===== src/rtl/sw_debounce.sv =====
// sw_debounce: synchronise, debounce and edge-detect active-low switch inputs
module sw_debounce #(
  parameter int          N            = 4,
  parameter logic [25:0] TICK_CNT     = 26'd49,
  parameter int          STABLE_TICKS = 4
) (
  input  logic         clk,
  input  logic         rst,
  input  logic [N-1:0] sw_in,
  output logic [N-1:0] sw_level,
  output logic [N-1:0] sw_press,
  output logic [N-1:0] sw_release,
  output logic [7:0]   press_total
);
  localparam logic [3:0] LAST = 4'(STABLE_TICKS - 1);
  logic [N-1:0]      sync1_q, sync2_q, raw_p, flip;
  logic [N-1:0]      level_q, level_d, press_q, press_d, release_q, release_d;
  logic [N-1:0][3:0] cnt_q, cnt_d;
  logic [25:0]       presc_q, presc_d;
  logic [7:0]        total_q, total_d;
  logic              tick;
  // shared prescaler tick, per-channel stability counting and level flips
  always_comb begin
    raw_p = ~sync2_q;
    tick = presc_q == TICK_CNT;
    presc_d = tick ? '0 : presc_q + 26'd1;
    flip = '0;
    cnt_d = cnt_q;
    total_d = total_q;
    for (int i = 0; i < N; i++) begin
      flip[i] = raw_p[i] != level_q[i] && tick && cnt_q[i] == LAST;
      cnt_d[i] = (raw_p[i] == level_q[i] || flip[i]) ? 4'd0 : tick ? cnt_q[i] + 4'd1 : cnt_q[i];
      total_d = total_d + 8'(flip[i] & raw_p[i]);
    end
    level_d = level_q ^ flip;
    press_d = flip & raw_p;
    release_d = flip & ~raw_p;
  end
  // state registers; synchroniser idles at released (1)
  always_ff @(posedge clk) begin
    if (rst) begin
      sync1_q <= '1;
      sync2_q <= '1;
      presc_q <= '0;
      cnt_q <= '0;
      level_q <= '0;
      press_q <= '0;
      release_q <= '0;
      total_q <= '0;
    end else begin
      sync1_q <= sw_in;
      sync2_q <= sync1_q;
      presc_q <= presc_d;
      cnt_q <= cnt_d;
      level_q <= level_d;
      press_q <= press_d;
      release_q <= release_d;
      total_q <= total_d;
    end
  end
  assign sw_level = level_q;
  assign sw_press = press_q;
  assign sw_release = release_q;
  assign press_total = total_q;
endmodule


===== config.mk =====
export PLATFORM = sky130hd
export DESIGN_NAME = sw_debounce
export DESIGN_NICKNAME = d
export VERILOG_FILES = /design/src/rtl/sw_debounce.sv
export SDC_FILE = /design/constraint.sdc
export NUM_CORES = 1
export LEC_CHECK = 0
export ABC_AREA = 0
export BUFFER_PORTS_ARGS = -buffer_cell sky130_fd_sc_hd__buf_2
export CAP_MARGIN = 20
export CELL_PAD_IN_SITES_DETAIL_PLACEMENT = 1
export CELL_PAD_IN_SITES_GLOBAL_PLACEMENT = 2
export CORE_ASPECT_RATIO = 1.2
export CORE_MARGIN = 2
export CORE_UTILIZATION = 37
export DETAILED_ROUTE_END_ITERATION = 12
export PLACE_DENSITY_LB_ADDON = 0.08
export SLEW_MARGIN = 15
export SYNTH_ARGS = -nofsm -noshare
export SYNTH_HDL_FRONTEND = slang
export SYNTH_SLANG_ARGS = --single-unit

===== constraint.sdc =====
create_clock -name clk -period 4.6 [get_ports clk]
set_clock_uncertainty 0.2 [all_clocks]
set_input_delay 0.69 -clock clk [delete_from_list [all_inputs] [get_ports clk]]
set_output_delay 0.69 -clock clk [all_outputs]
set_load 0.01 [all_outputs]

==> results of run 1 <==
cells by family (layout without fill, tap and decap cells):
family          count (synthesis)  after routing  synth area share, %
buf+inv                        25             51                 3.38
compound gates                 71             71                 13.2
xor+xnor                       18             18                 5.01
flops                          70             70                 44.6
fa+ha+maj                      10             10                 4.70
simple gates                  154            154                 28.8
mux                             1              1                0.318
sequential cells by signal, summed over array words and instances (netlist names):
register / flops
cnt_q: 16
presc_q: 26
press_total: 8
sw_level: 4
sw_press: 4
sw_release: 4
sync1_q: 4
sync2_q: 4
cells in the final DEF, fill, tap and decap left out, drive strengths merged, types with 4 or more instances in the layout:
| cell type | Yosys | final |
|---|---|---|
| a21oi | 29 | 29 |
| and2 | 4 | 4 |
| buf | 4 | 29 |
| clkbuf | 14 | 9 |
| dfxtp | 70 | 70 |
| ha | 7 | 7 |
| inv | 7 | 7 |
| nand2 | 19 | 19 |
| nand3 | 17 | 17 |
| nand4 | 15 | 15 |
| nand4b | 4 | 4 |
| nor2 | 28 | 28 |
| nor2b | 6 | 6 |
| nor3 | 11 | 11 |
| nor4 | 5 | 5 |
| o21ai | 19 | 19 |
| o31ai | 10 | 10 |
| or2 | 9 | 9 |
| or3 | 7 | 7 |
| or4 | 18 | 18 |
| xnor2 | 7 | 7 |
| xor2 | 11 | 11 |
worst paths after layout:
path	endpoint	cells after the start
max	press_total[4]	12
min	sync2_q[3]	1
max reg2reg	press_total[4]	12
min reg2reg	sync2_q[3]	1
area by class of cell:
type / instances / area [um2] / share of cell area (%)
Timing Repair Buffer: 29 / 155 / 4.34
Clock inverter: 6 / 87.6 / 2.45
Clock buffer: 9 / 124 / 3.47
Tap cell: 114 / 143 / 3.99
Inverter: 7 / 26.3 / 0.735
Sequential cell: 70 / 1400 / 39.2
Multi-Input combinational cell: 254 / 1640 / 45.8
critical path: cells and delay by family (launching register included):
kind / cells / cell delay [ns]
XOR/XNOR: 1 / 0.17
adder cells (fa/ha/maj): 4 / 1.35
buffers and inverters: 1 / 0.06
flip-flops: 1 / 0.43
AND/OR/NAND/NOR: 6 / 1.41
per-layer routing:
layer / vias to the layer above / routed length [um] / GRT usage, %
met2: 31 / 3710 / 29.8
met3: 10 / 205 / 3.63
met5: - / 0 / 0
met1: 1297 / 3470 / 21.1
li1: 1318 / - / -
met4: 0 / 129 / 6.93
per-stage QoR:
step	cell area [um2]	total power [mW]	util [%]	hold slack (ns)
after global routing	3570	1.24	43.6	0.234
after floorplan	3140	0.654	-	0.189
final	3570	1.19	43.6	0.216
after CTS	3570	1.21	43.6	0.219
after detailed placement	3360	0.665	41.0	0.199
after global placement	3360	0.664	41.0	0.202
power by group:
part	switching, mW	leakage [nW]	internal (mW)
clock	0.237	0.0973	0.301
sequential	0.00520	0.566	0.611
combinational	0.0232	0.572	0.0104
==> flow_metrics.py, run 1 <==
metrics = {
    "timing": {
        "finalHoldViolCount": 0,
        "max_freq_ghz": 0.269,
        "rsz0062_at_grt": "false",
        "worst_pin_slew_ns": 0.856,
        "slew_viol_final": 0,
        "relSlewSlack_pct": 43.0,
        "finalCritPeriodShare_pct": 80.9,
        "setup-tns-final_ns": 0,
        "setup_viol": 0,
        "layout_setup_ws_ns": 0.878,
        "layout_min_cycle_time_ns": 3.72,
    },
    "cts": {
        "cts_made_buffers": 9,
        "post-cts-setup-buffer-count": 0,
        "cts_hold_buf": 0,
        "cts_tree": "built",
        "cts_resized": 0,
        "clkSinkCount": 70,
        "clockBufferDepth": 2,
        "clock_latency_ns": 0.35,
        "cts-root-buf": "clkbuf_8",
        "htreeDepth": 3,
        "path_clk_slew_ns": 0.08,
    },
    "worst_setup_path": {
        "critPathKind": "flop to flop",
        "ff2ff_setup_slack_ns": 0.88,
        "r2r-start": "presc_q[0]",
        "cp_max_fo": 7,
        "critPathRequiredTime_ns": 4.62,
        "startpoint_type": "flop",
        "worstPathArrival_ns": 3.74,
        "slowest_delay_ns": 0.55,
        "cp_slowest_cell": "fa_1",
        "end_kind": "flop",
        "worstSetupStartpoint": "presc_q[0]",
        "path_cells": "ha_1 > nor4b_2 > nand3_1 > nor2_1 > nand3_1 > fa_1 > fa_1 > inv_1 > fa_1 > nand3_1 > xor2_1 > nor2_1",
    },
    "synth": {
        "ys.flop_type": "dfxtp_1",
        "synth_area_leaders": "dfxtp_1 (45%), a21oi_1 (4.6%), or4_1 (4.1%), nor2_1 (3.3%), xor2_1 (3.1%)",
        "syn_avg_cell_area_um2": 9.01,
        "synth_top_area_share_pct": 44.6,
        "syn_inst": 349,
        "yosysTopAreaCell": "dfxtp_1",
        "synthTopCellsByCount": "dfxtp_1 (70), a21oi_1 (29), nor2_1 (28)",
        "synth-edff-count": 0,
        "syn_nets": 365,
        "post-synth-top-count-cell": "dfxtp_1",
        "ys_ff_latch": 70,
        "synth_area_um2": 3140,
        "ys_seq_area_share_pct": 44.6,
        "synth_cell_type_count": 43,
        "synth_warnings": 0,
        "async_reset_ff_share_pct": 0,
    },
    "die": {
        "dieArea_um2": 9250,
        "io_pins": 26,
        "coreArea_um2": 8200,
        "initial_core_util_pct": 38.4,
        "die-height_um": 105,
        "num_rows": 36,
        "die_w_um": 88.2,
    },
    "grt": {
        "grt_max_degree": 35,
        "antenna_found_initial": 0,
        "grt.overflow.total": 0,
        "grt_pass1_wl_mm": 12.8,
        "grt_pass1_vias": 2658,
        "grtUsageTotal_pct": 17.5,
    },
    "power_and_ir_drop": {
        "irDropWorstVdd_v": 0.000132,
        "cellLeakagePower_nw": 1.24,
        "powerDensity_nw_per_um2": 332,
    },
    "min_path": {
        "hp-class": "flop to flop",
        "worstHoldStart": "sync1_q[3]",
    },
    "placement": {
        "post-dp-hpwl_mm": 5.24,
        "preCtsSetupSlack_ns": 0.872,
        "portBuffers": 25,
        "dp_cells": 474,
        "routabilityCongestion": 0.790,
    },
    "route": {
        "wl_mm": 7.51,
        "final_antenna_net_count": 0,
        "vias": 2656,
        "viasPerCell": 5.43,
        "drc": 0,
        "drt_first_pass_iters": 4,
        "routedWlPerCell_um": 15.4,
        "first_iter_violations": 89,
    },
    "layout": {
        "drive_above_1_share_pct": 15.7,
        "nFillCells": 980,
        "fin_cells": 489,
        "final_nets": 387,
        "area_growth_pct": 13.6,
        "antenna-diode-count": 0,
    },
    "run": {
        "cap_violations": 0,
    },
    "run_status": {
        "status": "complete, no violations",
    },
}
Note: power is estimated with default switching activity, not from simulation.
==> inputs of run 2 (changes only) <==
clock period = 3.5 ns   (was 4.6 ns; I/O delays follow)
==> flow_metrics.py, run 2 (synthesis gave the netlist of run 1 again) <==
metrics = {
    "cts": {
        "path_clk_slew_ns": 0.08,
        "htreeDepth": 3,
        "clockBufferDepth": 2,
        "cts_made_buffers": 9,
        "clock_latency_ns": 0.35,
        "cts-root-buf": "clkbuf_8",
        "cts_hold_buf": 0,
        "cts_tree": "built",
        "clkSinkCount": 70,
    },
    "run_status": {
        "status": "complete, no violations",
    },
    "placement": {
        "post-dp-hpwl_mm": 5.44,
        "portBuffers": 25,
        "preCtsSetupSlack_ns": 0.237,
        "placed_area_um2": 3420,
        "routabilityCongestion": 0.724,
    },
    "route": {
        "drc": 0,
        "final_antenna_net_count": 0,
        "wl_mm": 7.65,
        "first_iter_violations": 57,
        "viasPerCell": 5.35,
        "vias": 2664,
        "routedWlPerCell_um": 15.4,
        "drt_first_pass_iters": 4,
    },
    "layout": {
        "largest_reg_flops": 26,
        "top_register": "presc_q",
        "final_nets": 395,
        "nFillCells": 986,
        "area_growth_pct": 15.5,
        "antenna-diode-count": 0,
        "final_area_um2": 3630,
        "drive_above_1_share_pct": 18.2,
        "layout_common_cells": "dfxtp_1 (69), a21oi_1 (29), nor2_1 (27)",
        "layout_commonest_cell": "dfxtp_1",
    },
    "timing": {
        "rsz0062_at_grt": "false",
        "hold_slack_ns": 0.153,
        "slew_viol_final": 0,
        "worst_pin_slew_ns": 0.571,
        "setup-tns-final_ns": 0,
        "max_freq_ghz": 0.311,
        "layout_min_cycle_time_ns": 3.22,
        "setup_viol": 0,
        "finalCritPeriodShare_pct": 91.9,
        "relSlewSlack_pct": 61.9,
        "layout_setup_ws_ns": 0.283,
        "finalHoldViolCount": 0,
    },
    "grt": {
        "grt_pass1_wl_mm": 13.1,
        "antenna_found_initial": 0,
        "grtUsageTotal_pct": 18.1,
        "grt_max_degree": 35,
        "grt.overflow.total": 0,
        "grt_pass1_vias": 2743,
    },
    "die": {
        "num_rows": 36,
        "coreArea_um2": 8200,
        "initial_core_util_pct": 38.4,
        "die-height_um": 105,
        "dieArea_um2": 9250,
        "die_w_um": 88.2,
        "io_pins": 26,
    },
    "power_and_ir_drop": {
        "p_sw_share_pct": 22.6,
        "p_comb_share_pct": 3.1,
        "powerDensity_nw_per_um2": 421,
        "p_total_mw": 1.53,
        "clkPwrFrac_pct": 43.9,
        "p_int_mw": 1.18,
        "p_seq_share_pct": 53.0,
        "cellLeakagePower_nw": 1.29,
        "irDropWorstVdd_v": 0.000229,
        "power_switching_mw": 0.345,
    },
    "worst_setup_path": {
        "crit_family": "adder cells",
        "cp_num_buf_inv": 1,
        "slowest_delay_ns": 0.55,
        "critPathKind": "flop to flop",
        "worstPathArrival_ns": 3.23,
        "cp_common_cell": "fa_1",
        "path_cells": "nor4_1 > nand4_2 > nor2_2 > nand3_1 > fa_1 > fa_1 > inv_1 > fa_1 > nand3_1 > xor2_1 > nor2_1",
        "startpoint_type": "flop",
        "critPathRequiredTime_ns": 3.52,
        "cp_slowest_cell": "fa_1",
        "cp_max_fo": 5,
        "end_kind": "flop",
    },
    "min_path": {
        "hp-class": "input port to flop",
    },
    "run": {
        "cap_violations": 0,
    },
}
[run 2: layer usage]
metal  GRT usage, %  share of wire (%)  vias to the layer above
met5              0                  0                        -
met1           21.7                 45                     1278
li1               -                  -                     1341
met3           3.16                2.4                       11
met2           31.2                 51                       34
met4           7.79                2.0                        0
[run 2: what timing repair did]
action,4_1_cts,5_1_grt
setup endpoints to repair,0,4
setup buffers,0,0
resized for setup,0,3
[run 2: power groups by stage]
stage          clock (mW)  sequential [mW]  combinational [mW]
6_report            0.672            0.810              0.0474
3_5_place_dp            0            0.828              0.0482
4_1_cts             0.696            0.810              0.0483
3_3_place_gp            0            0.828              0.0471
2_1_floorplan           0            0.825              0.0348
5_1_grt             0.731            0.811              0.0535
[run 2: final timing paths]
check	from	endpoint	slack (ns)	depth (start not counted)
hold reg to reg	sync1_q[1]	sync2_q[1]	0.21	1
hold / removal	sw_in[3]	sync1_q[3]	0.15	2
setup reg to reg	presc_q[9]	press_total[4]	0.28	11
setup / recovery	presc_q[9]	press_total[4]	0.28	11
[run 2: final cells by class]
cell class	instances	area [um2]	area share, %
Tap cell	114	143	3.93
Multi-Input combinational cell	254	1650	45.3
Sequential cell	70	1400	38.6
Clock inverter	4	45.0	1.24
Clock buffer	12	155	4.27
Inverter	7	26.3	0.723
Timing Repair Buffer	37	215	5.92
[run 2: through the flow]
stage          utilization [%]  std cells
3_5_place_dp              41.7        482
5_1_grt                   44.3        498
3_3_place_gp              41.7        482
2_1_floorplan                -        349
4_1_cts                   44.2        498
6_report                  44.3        498
